--- config.mk ---
export PLATFORM = sky130hd
export DESIGN_NAME = iccm_loader
export DESIGN_NICKNAME = d
export VERILOG_FILES = /design/src/rtl/iccm_loader.sv
export SDC_FILE = /design/constraint.sdc
export NUM_CORES = 1
export LEC_CHECK = 0
export BUFFER_PORTS_ARGS = -buffer_cell sky130_fd_sc_hd__buf_4
export CAP_MARGIN = 30
export CORE_ASPECT_RATIO = 1.5
export CORE_MARGIN = 1
export CORE_UTILIZATION = 57
export DETAILED_ROUTE_END_ITERATION = 10
export PLACE_DENSITY = 0.87
export SLEW_MARGIN = 25
export SYNTH_ARGS = -nofsm -noshare
export SYNTH_HDL_FRONTEND = slang
export SYNTH_SLANG_ARGS = --single-unit
--- constraint.sdc ---
create_clock -name clk -period 4.42 [get_ports clk]
set_clock_uncertainty 0.1 [all_clocks]
set_input_delay 0.442 -clock clk [delete_from_list [all_inputs] [get_ports clk]]
set_output_delay 0.442 -clock clk [all_outputs]
set_load 0.005 [all_outputs]
--- src/rtl/iccm_loader.sv ---
// Boot-time ICCM loader: takes a length-prefixed little-endian byte stream,
// writes it into the ICCM one word at a time and releases the core when done.
module iccm_loader #(
  parameter int DEPTH_WORDS = 4096,
  parameter int CNT_W       = 16
) (
  input  logic        clk,
  input  logic        rst,
  input  logic        start,
  input  logic        byte_valid,
  input  logic [7:0]  byte_data,
  output logic        byte_ready,
  output logic        iccm_wr_en,
  output logic [31:0] iccm_wr_addr,
  output logic [31:0] iccm_wr_data,
  output logic        core_hold,
  output logic        busy,
  output logic        done,
  output logic        err
);

  typedef enum logic [1:0] {IDLE, LEN, DATA, DONE} state_e;

  localparam logic [CNT_W:0] DEPTH_C = (CNT_W+1)'(DEPTH_WORDS);

  state_e           state_q, state_d;
  logic [1:0]       lane_q, lane_d;
  logic [31:0]      data_q, data_d;
  logic [CNT_W-1:0] cnt_q, cnt_d, cnt_inc;
  logic [CNT_W-1:0] len_q, len_d;
  logic             wr_en_d;
  logic [31:0]      wr_addr_q, wr_addr_d, wr_data_q, wr_data_d;
  logic             done_q, done_d, err_q, err_d;
  logic             busy_q, busy_d, hold_q, hold_d;
  logic             wr_en_q;
  logic             accept;
  logic [31:0]      word;

  // Ready depends on state only, so the source can never combinationally loop.
  assign byte_ready = (state_q == LEN) || (state_q == DATA);
  assign accept     = byte_valid & byte_ready;
  assign word       = {byte_data, data_q[23:0]};
  assign cnt_inc    = cnt_q + CNT_W'(1);

  always_comb begin
    state_d   = state_q;
    lane_d    = lane_q;
    data_d    = data_q;
    cnt_d     = cnt_q;
    len_d     = len_q;
    wr_en_d   = 1'b0;
    wr_addr_d = wr_addr_q;
    wr_data_d = wr_data_q;
    done_d    = done_q;
    err_d     = err_q;
    case (state_q)
      IDLE, DONE: begin
        if (start) begin
          state_d = LEN;
          lane_d  = 2'd0;
          done_d  = 1'b0;
          err_d   = 1'b0;
        end
      end
      LEN, DATA: begin
        if (accept) begin
          data_d[{lane_q, 3'b000} +: 8] = byte_data;
          lane_d = lane_q + 2'd1;
          if (lane_q == 2'd3) begin
            if (state_q == LEN) begin
              // Header: reject anything that does not fit, including high bits beyond CNT_W.
              if ((word[31:CNT_W] != '0) || ({1'b0, word[CNT_W-1:0]} > DEPTH_C)) begin
                state_d = DONE;
                err_d   = 1'b1;
              end else if (word[CNT_W-1:0] == '0) begin
                state_d = DONE;
                done_d  = 1'b1;
              end else begin
                state_d = DATA;
                len_d   = word[CNT_W-1:0];
                cnt_d   = '0;
              end
            end else begin
              wr_en_d   = 1'b1;
              wr_addr_d = {{(32-CNT_W){1'b0}}, cnt_q};
              wr_data_d = word;
              cnt_d     = cnt_inc;
              if (cnt_inc == len_q) begin
                state_d = DONE;
                done_d  = 1'b1;
              end
            end
          end
        end
      end
      default: state_d = IDLE;
    endcase
    busy_d = (state_d == LEN) || (state_d == DATA);
    hold_d = !((state_d == DONE) && !err_d);
  end

  always_ff @(posedge clk or posedge rst) begin
    if (rst) begin
      state_q   <= IDLE;
      lane_q    <= 2'd0;
      data_q    <= '0;
      cnt_q     <= '0;
      len_q     <= '0;
      wr_en_q   <= 1'b0;
      wr_addr_q <= '0;
      wr_data_q <= '0;
      done_q    <= 1'b0;
      err_q     <= 1'b0;
      busy_q    <= 1'b0;
      hold_q    <= 1'b1;
    end else begin
      state_q   <= state_d;
      lane_q    <= lane_d;
      data_q    <= data_d;
      cnt_q     <= cnt_d;
      len_q     <= len_d;
      wr_en_q   <= wr_en_d;
      wr_addr_q <= wr_addr_d;
      wr_data_q <= wr_data_d;
      done_q    <= done_d;
      err_q     <= err_d;
      busy_q    <= busy_d;
      hold_q    <= hold_d;
    end
  end

  assign iccm_wr_en   = wr_en_q;
  assign iccm_wr_addr = wr_addr_q;
  assign iccm_wr_data = wr_data_q;
  assign core_hold    = hold_q;
  assign busy         = busy_q;
  assign done         = done_q;
  assign err          = err_q;

endmodule
==> summary.txt, run 1 <==
Drt
  • DRT iter0 DRCs: 267
  • Routed wire length per instance: 20.0 µm
  • Via Count: 3,811
  • WL final: 12.4 mm
  • Number of remaining DRC errors: 0
  • DR vias/cell: 6.17
  • Drt first pass iters: 6
  • Final ANT Viol Nets: 0

Critical path
  • Worst path required time: 4620 ps
  • Arr. time, crit path: 3140 ps
  • Nature of the critical path startpoint: flop
  • Max FO, Critical Path: 23
  • CP Capture Type: flop
  • Setup CP Type: reg -> reg

Clock network
  • Worst-path clk slew: 50 ps
  • Post_cts resized: 0
  • Cts bufs inserted: 17
  • Root buf cell: clkbuf_16
  • CTS sink count: 113
  • H-tree depth: 4
  • Skew-Pair Late Insertion Delay: 410 ps
  • Clock buffer depth: 2
  • Post-CTS Setup Inserts: 0
  • CTS tree: done

Synthesis
  • Synth Area per Inst: 12.4 µm²
  • Yosys reg bits: 113
  • Ys flop type: dfrtp_1
  • Yosys warnings: 0
  • Async set or reset register ratio after synthesis: 100%
  • Post-synthesis cell type count: 62
  • EDFF count, synth: 0
  • Register area share after synthesis: 53.2%
  • Synth Instances: 429
  • Synthesized area: 5320 µm²

STA
  • Fmax: 340 MHz
  • Pins over their slew limit: 0
  • Final Setup Violations: 0
  • Final min period: 2940 ps
  • Worst slew pin tran: 822 ps
  • Fin. Hold Viols: 0
  • RSZ-0062 raised after global routing: false
  • Setup TNS: 0 ps
  • Worst slew margin: 45.0%
  • Crit share post-route: 66.6%

Run
  • Max Cap Viol: 0

Global routing
  • Initial antenna violation count: 0
  • Met1 Use GR: 32.2%
  • Vias in the first global route: 3,878
  • Gr busiest metal: met2
  • Overall Global Routing Usage: 28.0%
  • Grt met3 use: 6.04%
  • GRT overflow: 0
  • Met2 usage: 47.5%
  • Largest net degree at the start of global routing: 60
  • First-pass GRT wire length: 20.0 mm

Die
  • Starting Density: 59.6%
  • FP Rows: 42
  • Io pins: 82
  • Die Wd: 80.9 µm
  • Die area: 9730 µm²
  • Die Height: 120 µm
  • CORE AREA: 8930 µm²

Power and ir drop
  • Clk pwr share: 44.6%
  • Comb power frac: 15.8%
  • Switching power total: 0.892 mW
  • Power Density: 507 nW/µm²
  • Sw frac: 27.2%
  • Leak pwr: 3.23 nW
  • Sequential power share: 39.6%
  • Peak VDD IR: 0.327 mV
  • Internal cell power: 2.39 mW

Placed design
  • IO Port Bufs: 65
  • Final GP Congestion: 0.922
  • Placed Area: 5820 µm²
  • Hpwl dp: 8.28 mm

Final layout
  • # diodes: 0
  • Commonest non-fill, non-tap cell in the layout: dfrtp_1
  • Design area: 6480 µm²
  • Final #Nets: 517
  • Share of cells above drive strength 1: 36.8%
  • Area growth syn-to-layout: 21.9%
  • Most frequent cells in the layout: dfrtp_1, buf_4, mux2_2, a22o_1

Run status
  • Status: completed

Hold path
  • Hold WC Path Type: in -> reg
## path summary, 6_finish.rpt
kind                            slack [ps]               end             start  cells past startpoint
worst min register to register         400  iccm_wr_data[12]  iccm_wr_data[12]                      2
worst max register to register        1480         cnt_q[13]        state_q[0]                      8
max in group asynchronous             2760   iccm_wr_data[3]               rst                      5
min in group asynchronous              460   iccm_wr_data[9]               rst                      3
worst min-delay path                   210         data_q[1]      byte_data[1]                      2
worst max-delay path                  1480         cnt_q[13]        state_q[0]                      8
## state kept, by name, indices dropped and copies added, names as in the netlist
signal / count
iccm_wr_addr: 16
iccm_wr_data: 32
state_q: 2
len_q: 16
cnt_q: 16
data_q: 24
lane_q: 2
iccm_wr_en: 1
done: 1
busy: 1
core_hold: 1
err: 1
## synth_stat cells, types with 2 or more instances
cell	n	area, µm²
o21ai_0	16	80.1
or2_2	3	18.8
nand4_1	6	37.5
xor2_1	9	78.8
nor2b_1	4	25.0
nor4_2	5	62.6
a211oi_1	2	15.0
o41ai_1	4	35.0
buf_2	7	35.0
inv_1	8	30.0
xnor2_1	10	87.6
clkbuf_1	5	18.8
o21ai_2	5	43.8
mux2_2	61	687
a22o_1	26	228
a21oi_1	11	55.1
o31ai_1	5	37.5
nor2_1	12	45.0
a31oi_1	4	25.0
nand3_1	10	50.1
buf_6	2	22.5
buf_4	18	135
buf_1	4	15.0
dfrtp_1	112	2800
nand2_1	17	63.8
nor4_1	4	25.0
o21ai_1	5	25.0
and3_1	7	43.8
nor4b_2	3	45.0
ha_1	9	113
nor3_1	4	20.0
## power groups by stage
stage	combinational (mW)	clock (mW)	sequential (mW)
2_1_floorplan	0.377	0	1.25
3_3_place_gp	0.471	0	1.29
3_5_place_dp	0.497	0	1.31
4_1_cts	0.522	1.48	1.30
5_1_grt	0.576	1.53	1.31
6_report	0.521	1.46	1.30
## cells by family (layout without fill, tap and decap cells)
family | after synthesis | in the layout | share of synthesized area, %
compound gates | 92 | 92 | 12.7
xor+xnor | 19 | 19 | 3.13
fa+ha+maj | 9 | 9 | 2.12
buf+inv | 45 | 109 | 4.92
flops | 113 | 113 | 53.2
mux | 61 | 61 | 12.9
other cells | 1 | 16 | 0.0705
simple gates | 89 | 89 | 10.9
## metal layers
layer  up-vias  routed length, µm
li1       1687                  -
met1      1925               4680
met2       158               6720
met3        41                513
met4         0                451
met5         -                  0
## timing repair
action,4_1_cts,5_1_grt
hold buffers,1,0
endpoints found under the setup margin,0,0
hold endpoints to repair,26,0
## critical path: stages (launching register included)
cell	delay, ps
dfrtp_1	380
inv_1	80
ha_1	350
nor2b_1	480
nand2_1	240
or2_2	510
inv_1	270
nand2_1	170
o41ai_1	250
## stage by stage
stage / cells / util [%] / setup slack (ps) / hold slack (ps) / power (mW)
floorplan: 444 / - / 892 / 373 / 1.63
global placement: 584 / 64.8 / 1500 / 374 / 1.76
detailed placement: 585 / 65.2 / 1280 / 349 / 1.80
CTS: 617 / 72.4 / 1230 / 200 / 3.30
global route: 618 / 72.6 / 1250 / 215 / 3.41
finish: 618 / 72.6 / 1480 / 209 / 3.29
## final cells by class
type / count / area, µm²
clock buffer: 20 / 447
clock inverter: 11 / 186
fill: 581 / 2450
inverter: 8 / 32.5
multi-input combinational: 286 / 2290
sequential: 113 / 2830
tap: 110 / 138
timing repair buffer: 70 / 561
(Power assumes the default switching activity.)
==> run 2, diff against run 1 <==
==> constraint.sdc (replaced) <==
create_clock -name clk -period 3 [get_ports clk]
set_clock_uncertainty 0.1 [all_clocks]
set_input_delay 0.3 -clock clk [delete_from_list [all_inputs] [get_ports clk]]
set_output_delay 0.3 -clock clk [all_outputs]
set_load 0.005 [all_outputs]
==> summary.txt, run 2 (synthesized netlist as in run 1, its figures left out) <==
Run status
  • Status: completed

Critical path
  • Buffers & Inverters on Critical Path: 1 (-1)
  • Reg2reg end: busy
  • Arr. time, crit path: 2970 ps (-170 ps)
  • Crit path largest cell delay: 460 ps (-50 ps)
  • CP endpoint: busy
  • Crit path from: cnt_q[0]
  • Flop2flop setup slack: 220 ps (-1250 ps)
  • R2r worst-path depth: 9 (+1)
  • Worst path required time: 3200 ps (-1420 ps)
  • Critical Path Stages: 9 (+1)
  • Setup CP Type: reg -> reg
  • Critical R2R Launch: cnt_q[0]
  • Worst-path cell chain: ha_2, and2_1, nand3_2, xor2_1, a2111oi_1, nand4b_1, buf_4, a211oi_2, ha_1
  • Max FO, Critical Path: 7 (-70%)
  • Critical-path top delay cell: dfrtp_1
  • Nature of the critical path startpoint: flop
  • CP Capture Type: flop
  • Worst path top cell family by delay: compound AO/OA/AOI/OAI gates

Die
  • Die Height: 120 µm (unchanged)
  • FP Rows: 42 (unchanged)
  • Io pins: 82 (unchanged)
  • Die area: 9730 µm² (unchanged)
  • Starting Density: 59.6% (unchanged)
  • Die Wd: 80.9 µm (unchanged)
  • CORE AREA: 8930 µm² (unchanged)

Clock network
  • H-tree depth: 4 (unchanged)
  • Skew-Pair Late Insertion Delay: 420 ps (about the same)
  • CTS tree: done
  • Cts bufs inserted: 17 (unchanged)
  • Worst-path clk slew: 60 ps (about the same)
  • Clock buffer depth: 2 (unchanged)
  • Root buf cell: clkbuf_16
  • CTS sink count: 113 (unchanged)

Power and ir drop
  • Power Density: 745 nW/µm² (+47%)
  • Sw frac: 27.2% (+0.043 points)
  • Peak VDD IR: 0.574 mV (+76%)
  • Internal cell power: 3.56 mW (+49%)
  • Sequential power share: 39.0% (-0.6 points)
  • Leak pwr: 3.28 nW (+1.4%)
  • Comb power frac: 16.5% (+0.7 points)
  • Design Power: 4.89 mW (+49%)
  • Clk pwr share: 44.5% (about the same)
  • Switching power total: 1.33 mW (+49%)

Drt
  • Drt first pass iters: 4 (-2)
  • DR vias/cell: 6.10 (-1.1%)
  • Via Count: 3,836 (+0.66%)
  • Routed wire length per instance: 20.1 µm (+0.39%)
  • Number of remaining DRC errors: 0 (unchanged)
  • Final ANT Viol Nets: 0 (unchanged)
  • WL final: 12.6 mm (+2.2%)
  • DRT iter0 DRCs: 327 (+22%)

Final layout
  • Number of flip-flops under the largest register name: 32 (unchanged)
  • Share of cells above drive strength 1: 38.5% (+1.7 points)
  • # diodes: 0 (unchanged)
  • Final #Nets: 527 (+1.9%)
  • # fillers: 571 (-1.7%)
  • Cell Count, Final, Fillers Out: 629 (+1.8%)
  • Most frequent cells in the layout: dfrtp_1, buf_4, mux2_2, a22o_1
  • Design area: 6560 µm² (+1.2%)
  • Area of the multi-input gates: 2290 µm² (+0.16%)
  • Area growth syn-to-layout: 23.3%
  • Commonest non-fill, non-tap cell in the layout: dfrtp_1
  • Reg area: 2830 µm² (unchanged)

STA
  • Final min period: 2780 ps (-167 ps)
  • Fmax: 360 MHz (+6.0%)
  • RSZ-0062 raised after global routing: false
  • Final Setup Violations: 0 (unchanged)
  • Setup TNS: 0 ps (unchanged)
  • Worst slew margin: 46.2% (+1.2 points)
  • Worst slew pin tran: 805 ps (-17.6 ps)
  • Crit share post-route: 92.6% (+26 points)
  • Pins over their slew limit: 0 (unchanged)
  • Fin. Hold Viols: 0 (unchanged)

Placed design
  • Hpwl dp: 8.74 mm (+5.5%)
  • IO Port Bufs: 65 (unchanged)
  • Final GP Congestion: 0.890 (-3.5%)
  • Placed Area: 5890 µm² (+1.2%)
  • Placed insts: 595 (+1.7%)

Global routing
  • Initial antenna violation count: 0 (unchanged)
  • Vias in the first global route: 4,121 (+6.3%)
  • First-pass GRT wire length: 20.5 mm (+2.7%)
  • Overall Global Routing Usage: 28.7% (+0.65 points)
  • GRT overflow: 0 (unchanged)
  • Largest net degree at the start of global routing: 87 (+45%)

Hold path
  • Hold WC Path Type: in -> reg

Run
  • Max Cap Viol: 0 (unchanged)
## run 2: area by class of cell
type	instances	area share, %
tap	110	2.10
clock inverter	9	2.31
clock buffer	23	7.59
timing repair buffer	80	9.38
multi-input combinational	286	35.0
sequential	113	43.1
inverter	8	0.515
## run 2: what timing repair did
action	4_1_cts	5_1_grt
buffers inserted	0	1
resized for setup	0	3
hold buffers	1	0
setup endpoints to repair	0	2
endpoints found under the hold margin	27	0
## run 2: power groups by stage
stage | sequential [mW] | combinational (mW) | clock (mW)
2_1_floorplan | 1.85 | 0.556 | 0
3_3_place_gp | 1.91 | 0.721 | 0
3_5_place_dp | 1.92 | 0.761 | 0
4_1_cts | 1.90 | 0.797 | 2.19
5_1_grt | 1.93 | 0.882 | 2.26
6_report | 1.91 | 0.807 | 2.17
## run 2: how the worst min path moves through the flow
stage | startpoint | end | depth (start not counted)
detailed placement | rst | iccm_wr_data[10] | 2
finish | byte_data[7] | data_q[15] | 2
floorplan | byte_data[0] | data_q[0] | 1
global route | byte_data[5] | data_q[5] | 2
CTS | byte_data[5] | data_q[5] | 2
global placement | rst | iccm_wr_data[10] | 2
## run 2: routing by layer
| metal | vias up | share of wire [%] | GRT usage, % |
|---|---|---|---|
| met5 | - | 0 | 0 |
| met2 | 151 | 56 | 50.2 |
| li1 | 1707 | - | - |
| met3 | 41 | 4.8 | 7.32 |
| met4 | 0 | 3.3 | 14.3 |
| met1 | 1937 | 36 | 31.4 |
## run 2: worst register-to-register path: cells and delay by family, from the launching register on
kind                     cells  cell delay, ps
AND/OR/NAND/NOR              3             560
XOR/XNOR                     1             180
buffers and inverters        1             180
flip-flops                   1             460
AO/OA/AOI/OAI                2             610
adder cells (fa/ha/maj)      2             560
## run 2: per-stage QoR
stage	hold slack [ps]	utilization, %	setup slack, ps
global route	68.9	73.4	1.95
floorplan	333	-	500
CTS	61.1	73.3	56.5
global placement	295	65.9	227
finish	71.9	73.4	223
detailed placement	317	65.9	96.8
==> run 3, diff against run 2 <==
==> constraint.sdc (replaced) <==
create_clock -name clk -period 3.6 [get_ports clk]
set_clock_uncertainty 0.1 [all_clocks]
set_input_delay 0.36 -clock clk [delete_from_list [all_inputs] [get_ports clk]]
set_output_delay 0.36 -clock clk [all_outputs]
set_load 0.005 [all_outputs]
==> summary.txt, run 3 (synthesized netlist as in run 1, its figures left out) <==
Global routing
  • Initial antenna violation count: 0 (unchanged)
  • Largest net degree at the start of global routing: 60 (-31%)
  • Overall Global Routing Usage: 27.3% (-1.4 points)
  • GRT overflow: 0 (unchanged)
  • Vias in the first global route: 3,917 (-5.0%)
  • First-pass GRT wire length: 19.6 mm (-4.7%)

Run
  • Max Cap Viol: 0 (unchanged)

Critical path
  • Worst path required time: 3790 ps (+590 ps)
  • Nature of the critical path startpoint: flop
  • Arr. time, crit path: 3360 ps (+390 ps)
  • Flop2flop setup slack: 430 ps (+210 ps)
  • Setup CP Type: reg -> reg
  • R2r worst-path depth: 8 (-1)
  • Max FO, Critical Path: 23 (+16)
  • Critical R2R Launch: state_q[0]
  • Reg2reg end: cnt_q[13]
  • CP Capture Type: flop

Die
  • Die Wd: 80.9 µm (unchanged)
  • Die area: 9730 µm² (unchanged)
  • CORE AREA: 8930 µm² (unchanged)
  • Starting Density: 59.6% (unchanged)
  • FP Rows: 42 (unchanged)
  • Io pins: 82 (unchanged)
  • Die Height: 120 µm (unchanged)

Clock network
  • CTS tree: done
  • Cts bufs inserted: 17 (unchanged)
  • Post_cts resized: 0 (unchanged)
  • Root buf cell: clkbuf_16
  • Clock buffer depth: 2 (unchanged)
  • CTS sink count: 113 (unchanged)
  • H-tree depth: 4 (unchanged)
  • Post-CTS Setup Inserts: 0 (unchanged)
  • Worst-path clk slew: 50 ps (about the same)
  • Cts hold-fix bufs: 1 (unchanged)
  • Skew-Pair Late Insertion Delay: 410 ps (about the same)

STA
  • Worst slew margin: 45.1% (-1.1 points)
  • RSZ-0062 raised after global routing: false
  • Worst slew pin tran: 822 ps (+16.9 ps)
  • Crit share post-route: 87.9% (-4.6 points)
  • Final WS setup: 434 ps (+211 ps)
  • Fin. Hold Viols: 0 (unchanged)
  • Final Setup Violations: 0 (unchanged)
  • Setup TNS: 0 ps (unchanged)
  • Fmax: 316 MHz (-12%)
  • Final min period: 3170 ps (+389 ps)
  • Pins over their slew limit: 0 (unchanged)

Drt
  • Number of remaining DRC errors: 0 (unchanged)
  • DRT iter0 DRCs: 307 (-6.1%)
  • Final ANT Viol Nets: 0 (unchanged)
  • WL final: 12.1 mm (-3.9%)
  • Routed wire length per instance: 19.6 µm (-2.3%)
  • Drt first pass iters: 5 (+1)
  • DR vias/cell: 6.17 (+1.2%)
  • Via Count: 3,822 (-0.36%)

Placed design
  • Hpwl dp: 8.43 mm (-3.5%)
  • Pre-CTS setup slack: 610 ps (+513 ps)
  • Placed Area: 5820 µm² (-1.2%)
  • IO Port Bufs: 65 (unchanged)
  • Final GP Congestion: 0.960 (+7.9%)
  • Placed insts: 586 (-1.5%)

Final layout
  • Final #Nets: 517 (-1.9%)
  • Most frequent cells in the layout: dfrtp_1, buf_4, mux2_2, a22o_1
  • Area growth syn-to-layout: 21.2%
  • Commonest non-fill, non-tap cell in the layout: dfrtp_1
  • Share of cells above drive strength 1: 36.9% (-1.6 points)
  • # fillers: 601 (+5.3%)
  • Reg area: 2830 µm² (unchanged)
  • Cell Count, Final, Fillers Out: 619 (-1.6%)
  • Number of flip-flops under the largest register name: 32 (unchanged)
  • Area of the multi-input gates: 2290 µm² (-0.16%)
  • Design area: 6450 µm² (-1.7%)
  • # diodes: 0 (unchanged)

Hold path
  • Hold Crit Depth: 2 (unchanged)
  • Critical hold path startpoint: byte_data[0]
  • Hold Path Sink: data_q[8]
  • Hold WC Path Type: in -> reg

Power and ir drop
  • Leak pwr: 3.22 nW (-1.9%)
  • Power Density: 613 nW/µm² (-18%)
  • Peak VDD IR: 0.485 mV (-15%)
  • Design Power: 3.95 mW (-19%)

Run status
  • Status: completed
run 3: cell count changes in the layout (fill, tap and decap cells not counted), sizes merged:
cell    change
bufinv      -1
buf        -10
inv         +1
run 3: worst max path at each step:
| stage | startpoint | to | depth (start not counted) |
|---|---|---|---|
| floorplan | rst | busy | 1 |
| global placement | state_q[0] | cnt_q[13] | 8 |
| detailed placement | state_q[0] | cnt_q[13] | 8 |
| CTS | state_q[0] | cnt_q[13] | 8 |
| global route | state_q[0] | cnt_q[13] | 8 |
| finish | state_q[0] | cnt_q[13] | 8 |
run 3: final cells by class:
class	count	share of cell area, %
multi-input cells	286	35.5
inverters	8	0.505
well taps	110	2.13
repair buffers	70	8.38
clock inverters	9	2.00
clock buffers	23	7.57
flip-flops and latches	113	43.9
run 3: worst max-delay path: stages, from the launching register on:
cell,delay (ps)
dfrtp_1,390
inv_1,70
ha_1,370
nor2b_1,550
nand2_1,250
or2_2,520
inv_1,310
nand2_1,190
o41ai_1,290
run 3: metal layers:
metal	GRT usage (%)	vias to the layer above	routed length, µm	share of wire [%]
met5	0	-	0	0
met1	30.8	1921	4540	37
li1	-	1686	-	-
met3	6.57	46	635	5.2
met4	17.4	0	526	4.3
met2	45.4	169	6440	53
run 3: power by group:
group          leakage [nW]  switching, mW  total [mW]  internal (mW)
clock                 0.299          0.569        1.73           1.16
combinational          1.36          0.350       0.640          0.290
sequential             1.55          0.176        1.59           1.41
total                  3.22           1.09        3.95           2.86
run 3: per-stage QoR:
step           hold WS [ps]  utilization (%)
2_1_floorplan           373                -
3_3_place_gp            370             65.2
3_5_place_dp            377             65.2
4_1_cts                 113             72.2
5_1_grt                 122             72.2
6_report                124             72.2
